## src/rtl/dmem_arbiter.sv

```systemverilog
// Two-port arbiter in front of a single-port synchronous data memory: core has fixed priority,
// aux is promoted after STARVE_LIM denied cycles. Optional aux write protect: DMEM_ARB_WP_EN.
module dmem_arbiter #(
  parameter int ADDR_W     = 10,
  parameter int DATA_W     = 32,
  parameter int RD_LAT     = 1,
  parameter int STARVE_LIM = 4
) (
  input  logic              clk,
  input  logic              rst_n,
  input  logic              c_req,
  input  logic              c_we,
  input  logic [ADDR_W-1:0] c_addr,
  input  logic [DATA_W-1:0] c_wdata,
  output logic              c_gnt,
  output logic              c_rvalid,
  output logic [DATA_W-1:0] c_rdata,
  input  logic              x_req,
  input  logic              x_we,
  input  logic [ADDR_W-1:0] x_addr,
  input  logic [DATA_W-1:0] x_wdata,
  output logic              x_gnt,
  output logic              x_rvalid,
  output logic [DATA_W-1:0] x_rdata,
  output logic              x_err,
  output logic [ADDR_W-1:0] mem_address,
  output logic [DATA_W-1:0] mem_data,
  output logic              mem_wren,
  input  logic [DATA_W-1:0] mem_q
);

  localparam logic [3:0] STARVE_LIM_V = 4'(STARVE_LIM);

  logic [ADDR_W-1:0] mem_address_q, mem_address_d;
  logic [DATA_W-1:0] mem_data_q, mem_data_d;
  logic              mem_wren_q, mem_wren_d;
  logic              x_err_q, x_err_d;
  logic [3:0]        starve_q, starve_d;
  // Tag pipe: stage k holds the read issued k+1 cycles ago; port bit 1 = aux.
  logic [RD_LAT:0]   tag_vld_q, tag_vld_d;
  logic [RD_LAT:0]   tag_port_q, tag_port_d;

  logic x_prio;
  logic wp_block;

  assign x_prio = x_req && (starve_q >= STARVE_LIM_V);
  assign c_gnt  = rst_n && c_req && !x_prio;
  assign x_gnt  = rst_n && x_req && (x_prio || !c_req);

`ifdef DMEM_ARB_WP_EN
  localparam logic [ADDR_W-1:0] WP_BASE = ADDR_W'(2 ** (ADDR_W - 1));
  assign wp_block = x_gnt && x_we && (x_addr >= WP_BASE);
`else
  assign wp_block = 1'b0;
`endif

  always_comb begin
    mem_address_d = mem_address_q;
    mem_data_d    = mem_data_q;
    mem_wren_d    = 1'b0;
    x_err_d       = wp_block;
    starve_d      = 4'd0;
    tag_vld_d     = {tag_vld_q[RD_LAT-1:0], 1'b0};
    tag_port_d    = {tag_port_q[RD_LAT-1:0], 1'b0};

    if (c_gnt) begin
      mem_address_d = c_addr;
      mem_data_d    = c_wdata;
      mem_wren_d    = c_we;
      tag_vld_d[0]  = !c_we;
    end else if (x_gnt) begin
      mem_address_d = x_addr;
      mem_data_d    = x_wdata;
      mem_wren_d    = x_we && !wp_block;
      tag_vld_d[0]  = !x_we;
      tag_port_d[0] = 1'b1;
    end

    if (x_req && !x_gnt && starve_q != 4'hF) begin
      starve_d = starve_q + 4'd1;
    end else if (x_req && !x_gnt) begin
      starve_d = starve_q;
    end
  end

  always_ff @(posedge clk or negedge rst_n) begin
    if (!rst_n) begin
      mem_address_q <= '0;
      mem_data_q    <= '0;
      mem_wren_q    <= 1'b0;
      x_err_q       <= 1'b0;
      starve_q      <= 4'd0;
      tag_vld_q     <= '0;
      tag_port_q    <= '0;
    end else begin
      mem_address_q <= mem_address_d;
      mem_data_q    <= mem_data_d;
      mem_wren_q    <= mem_wren_d;
      x_err_q       <= x_err_d;
      starve_q      <= starve_d;
      tag_vld_q     <= tag_vld_d;
      tag_port_q    <= tag_port_d;
    end
  end

  assign mem_address = mem_address_q;
  assign mem_data    = mem_data_q;
  assign mem_wren    = mem_wren_q;
  assign x_err       = x_err_q;

  assign c_rvalid = tag_vld_q[RD_LAT] && !tag_port_q[RD_LAT];
  assign x_rvalid = tag_vld_q[RD_LAT] && tag_port_q[RD_LAT];
  assign c_rdata  = mem_q;
  assign x_rdata  = mem_q;

endmodule

```

## config.mk

```make
export PLATFORM = sky130hd
export DESIGN_NAME = dmem_arbiter
export DESIGN_NICKNAME = d
export VERILOG_FILES = /design/src/rtl/dmem_arbiter.sv
export SDC_FILE = /design/constraint.sdc
export NUM_CORES = 1
export LEC_CHECK = 0
export ABC_CLOCK_PERIOD_IN_PS = 2000
export BUFFER_PORTS_ARGS = -buffer_cell sky130_fd_sc_hd__buf_4
export CAP_MARGIN = 25
export CORE_MARGIN = 3
export CORE_UTILIZATION = 39
export DETAILED_ROUTE_END_ITERATION = 7
export GPL_TIMING_DRIVEN = 1
export PLACE_DENSITY = 0.82
export SLEW_MARGIN = 20
export SYNTH_ARGS = -nofsm -noshare
export SYNTH_HDL_FRONTEND = slang
export SYNTH_SLANG_ARGS = --single-unit
```

## constraint.sdc

```tcl
create_clock -name clk -period 2 [get_ports clk]
set_clock_uncertainty 0.05 [all_clocks]
set_input_delay 0.3 -clock clk [delete_from_list [all_inputs] [get_ports clk]]
set_output_delay 0.3 -clock clk [all_outputs]
set_load 0.1 [all_outputs]
```

==> metrics.csv, run 1 <==
stage,metric,value,unit
drt,drcViolationCount,0,
floorplanning,core_area,6600,um^2
floorplanning,ioPinCount,234,
synth,ys_seq_elements,51,
timing,hold_viol,0,
worst_setup_path,crit_required,1.65,ns
power,p_leak,1.76,nW
timing,hold_ws,0.104,ns
timing,fin_crit_sh,96.1,%
floorplanning,initial_core_util,41.7,%
worst_setup_path,cp.depth,5,
worst_setup_path,critPathMaxFanout,22,
clocking,clock-sinks,51,
finish,fin_util,53.8,%
drt,firstDrtPassIters,4,
grt,grt_pass1_vias,2311,
synth,synth_area_per_cell,11.4,um^2
synth,synth_top_area_share,46.4,%
grt,busiest_layer,met2,
drt,num_vias,2109,
placed_design,place_area,3390,um^2
synth,synth.distinct_cells,28,
grt,grt_max_degree,31,
placed_design,portBuffers,136,
synth,synth_warnings,0,
worst_setup_path,worstSetupPathType,reg -> out,
finish,finalNonFillerCells,415,
clocking,clk-insertion-delay-late,0.30,ns
grt,grt_util_met1,21.0,%
status,status,"finished, final reports clean",
floorplanning,die_w,90.0,um
floorplanning,die-area,8100,um^2
floorplanning,num_rows,29,
timing,rsz0062_at_grt,false,
placed_design,dpl.cell_count,403,
finish,multi_input_area,892,um^2
finish,drive_above_1_share,52.8,%
synth,seq_area_frac_synth,46.4,%
timing,timing.fmax,520,MHz
grt,met3_usage,5.93,%
worst_setup_path,regToRegSetupSlack,0.35,ns
clocking,clockRootBuffer,clkbuf_8,
drt,ant_nets,0,
finish,syn2layout_area_growth,29.0,%
grt,antenna_found_initial,0,
worst_setup_path,path_delay_family,buffers and inverters,
synth,synth_area_leaders,"dfrtp_1, buf_4, a221o_1",
worst_setup_path,rr_worst_depth,6,
synth,synth_top_area_cell,dfrtp_1,
clocking,path_clk_slew,0.09,ns
synth,syn_area,2750,um^2
worst_setup_path,crit_arrival,1.57,ns
grt,gr-usage-all-layers,18.2,%
worst_setup_path,cp-start-kind,flip-flop,
grt,grt_overflow,0,
floorplanning,fp.dieH,90.0,um
power,cellPowerDensity,985,nW/um^2
clocking,cts_buffer_depth,2,
worst_setup_path,r2r-start,starve_q[2],
placed_design,pre_cts_ws,-0.137,ns
grt,met2_usage,31.5,%
timing,final_max_slew_viol_count,0,
finish,nets,444,
drt,first_iter_violations,49,
timing,worstMarginPinSlew,0.741,ns
synth,synth_fp_nets,364,
worst_setup_path,critPathBufInv,3,
worst_setup_path,crit_path_end_kind,output port,
grt,grt_pass1_wl,11900,um
worst_setup_path,crit_slowest_cell,dfrtp_1,
drt,drt-wirelength-per-cell,17.8,um
timing,setup_viol,0,
timing,fin_ws,0.0784,ns
finish,stdcell_area,3550,um^2
clocking,cts_tree,yes,
clocking,htree_levels,2,
job,cap_violations,0,
synth,synth_cells,241,
worst_setup_path,r2r-end,mem_data[29],
finish,diodes,0,
drt,wirelength,7390,um
clocking,cts_buffers,5,
timing,fin_crit,1.92,ns
timing,maxSlewHeadroom,50.6,%
power,vdd_drop_max,0.399,mV
finish,seqCellArea,1280,um^2
worst_setup_path,crit_chain,buf_4 > o21ai_2 > nand3_2 > clkinv_8 > buf_8,
finish,fillCellCount,602,
min_path,hp-class,in -> async,
placed_design,routabilityCongestion,0.764,
worst_setup_path,critPathMaxStageDelay,0.43,ns
placed_design,dp_hpwl,5190,um
drt,via_per_inst,5.08,
[registers in the layout, summed over array words and instances (netlist names)]
register     flops
mem_data        32
starve_q         4
tag_port_q       2
mem_address     10
mem_wren         1
tag_vld_q        2
[synth_stat cells]
cell type	n
o21ai_1	1
nand3_1	2
inv_1	1
nor3b_4	1
nor3b_1	1
a22o_2	1
clkbuf_1	4
a31oi_1	1
nor3_1	2
xnor2_1	1
buf_4	65
inv_4	1
nor2_4	1
o21ai_2	1
nor2_1	5
nand2_1	2
a221o_2	4
conb_1	1
buf_6	8
and2_1	43
o32ai_1	1
a221o_1	38
nand3_2	1
o21ai_0	1
mux2i_1	1
nor2b_1	1
dfrtp_1	51
ha_1	1
[how the worst max path moves through the flow]
stage                  startpoint  endpoint  slack (ns)
floorplan           tag_port_q[1]  c_rvalid        0.48
global placement            c_req     x_gnt       -0.16
detailed placement          c_req     x_gnt       -0.14
CTS                   starve_q[2]     c_gnt        0.04
global route          starve_q[2]     c_gnt       0.002
finish                starve_q[2]     c_gnt        0.08
[layout make-up]
class | instances | area share, %
Sequential cell | 51 | 35.9
Timing Repair Buffer | 148 | 31.9
Clock buffer | 5 | 1.94
Clock inverter | 3 | 1.30
Multi-Input combinational cell | 113 | 25.1
Inverter | 2 | 0.564
Tap cell | 93 | 3.28
[worst reg2reg max path, stage by stage, from the launching register on]
cell and delay (ns):
dfrtp_1 0.42, buf_4 0.17, o21ai_2 0.07, nand3_2 0.13
clkinv_8 0.14, buf_12 0.19, a221o_1 0.37
[metal layers]
| layer | part of all wire (%) | vias up |
|---|---|---|
| met3 | 8.4 | 36 |
| li1 | - | 958 |
| met2 | 50 | 110 |
| met1 | 38 | 1005 |
| met4 | 3.5 | 0 |
| met5 | 0 | - |
[stage by stage]
step | power [W] | setup TNS (ns)
CTS | 0.00353 | 0
global route | 0.00365 | 0
global placement | 0.00277 | -0.158
finish | 0.00350 | 0
detailed placement | 0.00279 | -0.137
floorplan | 0.00296 | 0
[report_power, final]
| group | internal (W) | total, W | switching [W] |
|---|---|---|---|
| clock network | 0.000377 | 0.000722 | 0.000345 |
| logic | 0.000421 | 0.00156 | 0.00114 |
| registers | 0.00115 | 0.00122 | 0.0000647 |
[cell usage in the layout, fill, tap and decap left out, types with 2 or more instances in the layout]
master	count
a221o_1	38
o21ai_2	2
dfrtp_1	51
nand3_1	2
clkbuf_8	5
a221o_2	4
buf_4	144
nor3_1	2
nor2_1	5
nor2_2	2
nand2_1	2
and2_1	43
[cells by family after synthesis]
kind of cell               count (synthesis)  share of synthesized area [%]
buffers and inverters                     79                           21.9
and+or+nand+nor                           59                           13.4
DFF                                       51                           46.4
AOI/OAI and AO/OA                         48                           17.0
adders and majority gates                  1                          0.454
other                                      1                          0.136
xor gates and xnor gates                   1                          0.318
muxes                                      1                          0.364
[what timing repair did]
item                                    in CTS  in global routing
pin swaps                                    1                  0
hold buffers                                 1                  0
hold endpoints to repair                    21                  0
setup buffers                                0                  0
gates resized for setup                      4                  1
gates cloned                                 2                  0
endpoints found under the setup margin       2                  1
Power figures use the tool's default switching activity.
==> run 2: changes to the inputs <==
Settings changed: BUFFER_PORTS_ARGS -buffer_cell sky130_fd_sc_hd__buf_4 to -buffer_cell sky130_fd_sc_hd__buf_2, CORE_AREA set to 2 2 90 92, CORE_MARGIN 3 to not set, CORE_UTILIZATION 39 to not set, DIE_AREA set to 0 0 92 94, PLACE_DENSITY 0.82 to 0.76.
==> run 2 against run 1 <==
Effect of this change: via count decreased by 4.1%; combinational power decreased by 8%; routed wire length decreased by 7.2%; cell count increased by 2.2%; core utilization decreased by 11 points; register-to-register slack got worse by 0.05 ns; sequential share of layout area increased by 3.7 points; die area increased by 6.7%; worst setup slack improved by 0.025 ns; critical path depth unchanged; clock-buffer cell count unchanged; critical path type unchanged; critical endpoint unchanged; largest cell class unchanged.
==> metrics.csv, run 2 (same netlist as run 1, synthesis figures left out) <==
stage,metric,value,unit
job,cap_violations,0,
worst_setup_path,crit_chain,buf_4 > o21ai_2 > nand3_2 > clkinv_4 > buf_12,
finish,nets,443,
floorplanning,fp.dieH,94,um
power,switching_share,47.3,%
timing,setup_viol,0,
clocking,path_clk_slew,0.10,ns
placed_design,place_area,3100,um^2
worst_setup_path,critPathMaxStageDelay,0.42,ns
floorplanning,die_w,92,um
grt,grt_pass1_wl,10600,um
clocking,cts_buffer_depth,2,
finish,syn2layout_area_growth,17.0,%
clocking,cts_tree,yes,
power,pwr-share-clk,18.0,%
timing,fin_crit,1.90,ns
finish,stdcell_area,3220,um^2
power,p_int,0.00170,W
worst_setup_path,cp-start-kind,flip-flop,
floorplanning,num_rows,32,
timing,timing.fmax,527,MHz
timing,worstMarginPinSlew,0.741,ns
power,power_switching,0.00153,W
floorplanning,initial_core_util,36.2,%
clocking,clockRootBuffer,clkbuf_8,
min_path,hp-class,in -> async,
worst_setup_path,crit_slowest_cell,dfrtp_1,
floorplanning,core_area,7610,um^2
power,cellPowerDensity,1010,nW/um^2
clocking,clk-insertion-delay-late,0.30,ns
worst_setup_path,crit_path_end_kind,output port,
power,power_frac_seq,37.5,%
power,p_leak,1.65,nW
finish,multi_input_area,892,um^2
power,finalPower,0.00324,W
worst_setup_path,rr_worst_depth,4,
placed_design,routabilityCongestion,0.766,
timing,fin_crit_sh,94.8,%
grt,antenna_found_initial,1,
worst_setup_path,critPathBufInv,3,
finish,mostFrequentLayoutCells,"buf_2, dfrtp_1, and2_1",
drt,num_vias,2023,
placed_design,dp_hpwl,4840,um
clocking,cts_buffers,5,
floorplanning,ioPinCount,234,
drt,via_per_inst,4.77,
timing,rsz0062_at_grt,true,
drt,ant_nets,0,
finish,drive_above_1_share,52.6,%
timing,maxSlewHeadroom,50.6,%
finish,layout_commonest_cell,buf_2,
drt,firstDrtPassIters,4,
timing,final_max_slew_viol_count,0,
power,vdd_drop_max,0.409,mV
drt,drcViolationCount,0,
clocking,htree_levels,2,
timing,hold_ws,0.0947,ns
grt,gr-usage-all-layers,15.8,%
finish,largest_reg_flops,32,
worst_setup_path,worstSetupPathType,reg -> out,
worst_setup_path,crit_arrival,1.55,ns
grt,grt_overflow,0,
finish,seqCellArea,1280,um^2
clocking,clock-sinks,51,
power,pwr-share-comb,44.5,%
placed_design,portBuffers,136,
timing,hold_viol,0,
worst_setup_path,path_delay_family,buffers and inverters,
worst_setup_path,cp.depth,5,
grt,grt_pass1_vias,2112,
drt,wirelength,6860,um
drt,first_iter_violations,79,
floorplanning,die-area,8650,um^2
worst_setup_path,crit_required,1.65,ns
worst_setup_path,critPathMaxFanout,22,
grt,grt_max_degree,28,
status,status,"finished, final reports clean",
drt,drt-wirelength-per-cell,16.2,um
finish,fillCellCount,739,
-- run 2: cell count changes in the layout (fill, tap and decap cells not counted), sizes merged --
| cell | previous run | this run |
|---|---|---|
| diode | 0 | 1 |
| bufinv | 1 | 0 |
| buf | 148 | 147 |
| inv | 2 | 1 |
| clkinv | 1 | 2 |
| clkinvlp | 1 | 2 |
-- run 2: per-stage QoR --
step                util, %  worst slack [ns]  std cells  setup TNS [ns]
floorplan                 -             0.477        241               0
global placement       40.7           0.00386        411               0
detailed placement     40.7           0.00882        411               0
CTS                    42.1            0.0346        421               0
global route           42.3          -0.00620        423        -0.00620
finish                 42.3             0.104        424               0
-- run 2: power groups by stage --
stage	sequential [W]	clock [W]	combinational (W)
2_1_floorplan	0.00209	0	0.000868
3_3_place_gp	0.00123	0	0.00143
3_5_place_dp	0.00123	0	0.00144
4_1_cts	0.00121	0.000603	0.00145
5_1_grt	0.00123	0.000646	0.00150
6_report	0.00121	0.000581	0.00144
-- run 2: worst paths after layout --
path / slack (ns) / from / end
max: 0.10 / starve_q[2] / c_gnt
min: 0.09 / rst_n / mem_data[17]
max reg2reg: 0.30 / starve_q[2] / mem_address[4]
min reg2reg: 0.30 / tag_port_q[0] / tag_port_q[1]
max in group asynchronous: 1.38 / rst_n / mem_data[6]
min in group clk: 0.14 / c_we / tag_vld_q[0]
-- run 2: area by class of cell --
type                       count  area share, %
inverter                       2          0.389
sequential                    51           39.6
multi-input combinational    113           27.7
tap                          102           3.96
clock buffer                   5           2.14
antenna                        1         0.0777
clock inverter                 3          0.622
timing repair buffer         147           25.5
-- run 2: worst register-to-register path, delay by kind of cell, from the launching register on --
kind / cells / cell delay, ns
and+or+nand+nor: 2 / 0.60
AOI/OAI and AO/OA: 1 / 0.33
DFF: 1 / 0.42
buffers and inverters: 1 / 0.21
-- run 2: metal layers --
layer	routed length (um)	GRT usage (%)	vias to the layer above
met4	213	6.59	0
met3	472	4.17	35
met5	0	0	-
li1	-	-	955
met2	3490	27.9	79
met1	2680	18.0	954
-- run 2: timing repair --
action,CTS,global route
pin swaps,1,1
endpoints found under the setup margin,1,2
hold endpoints to repair,24,0
gates resized for setup,0,2
setup buffers,0,0
hold buffers,1,0
gates cloned,1,1
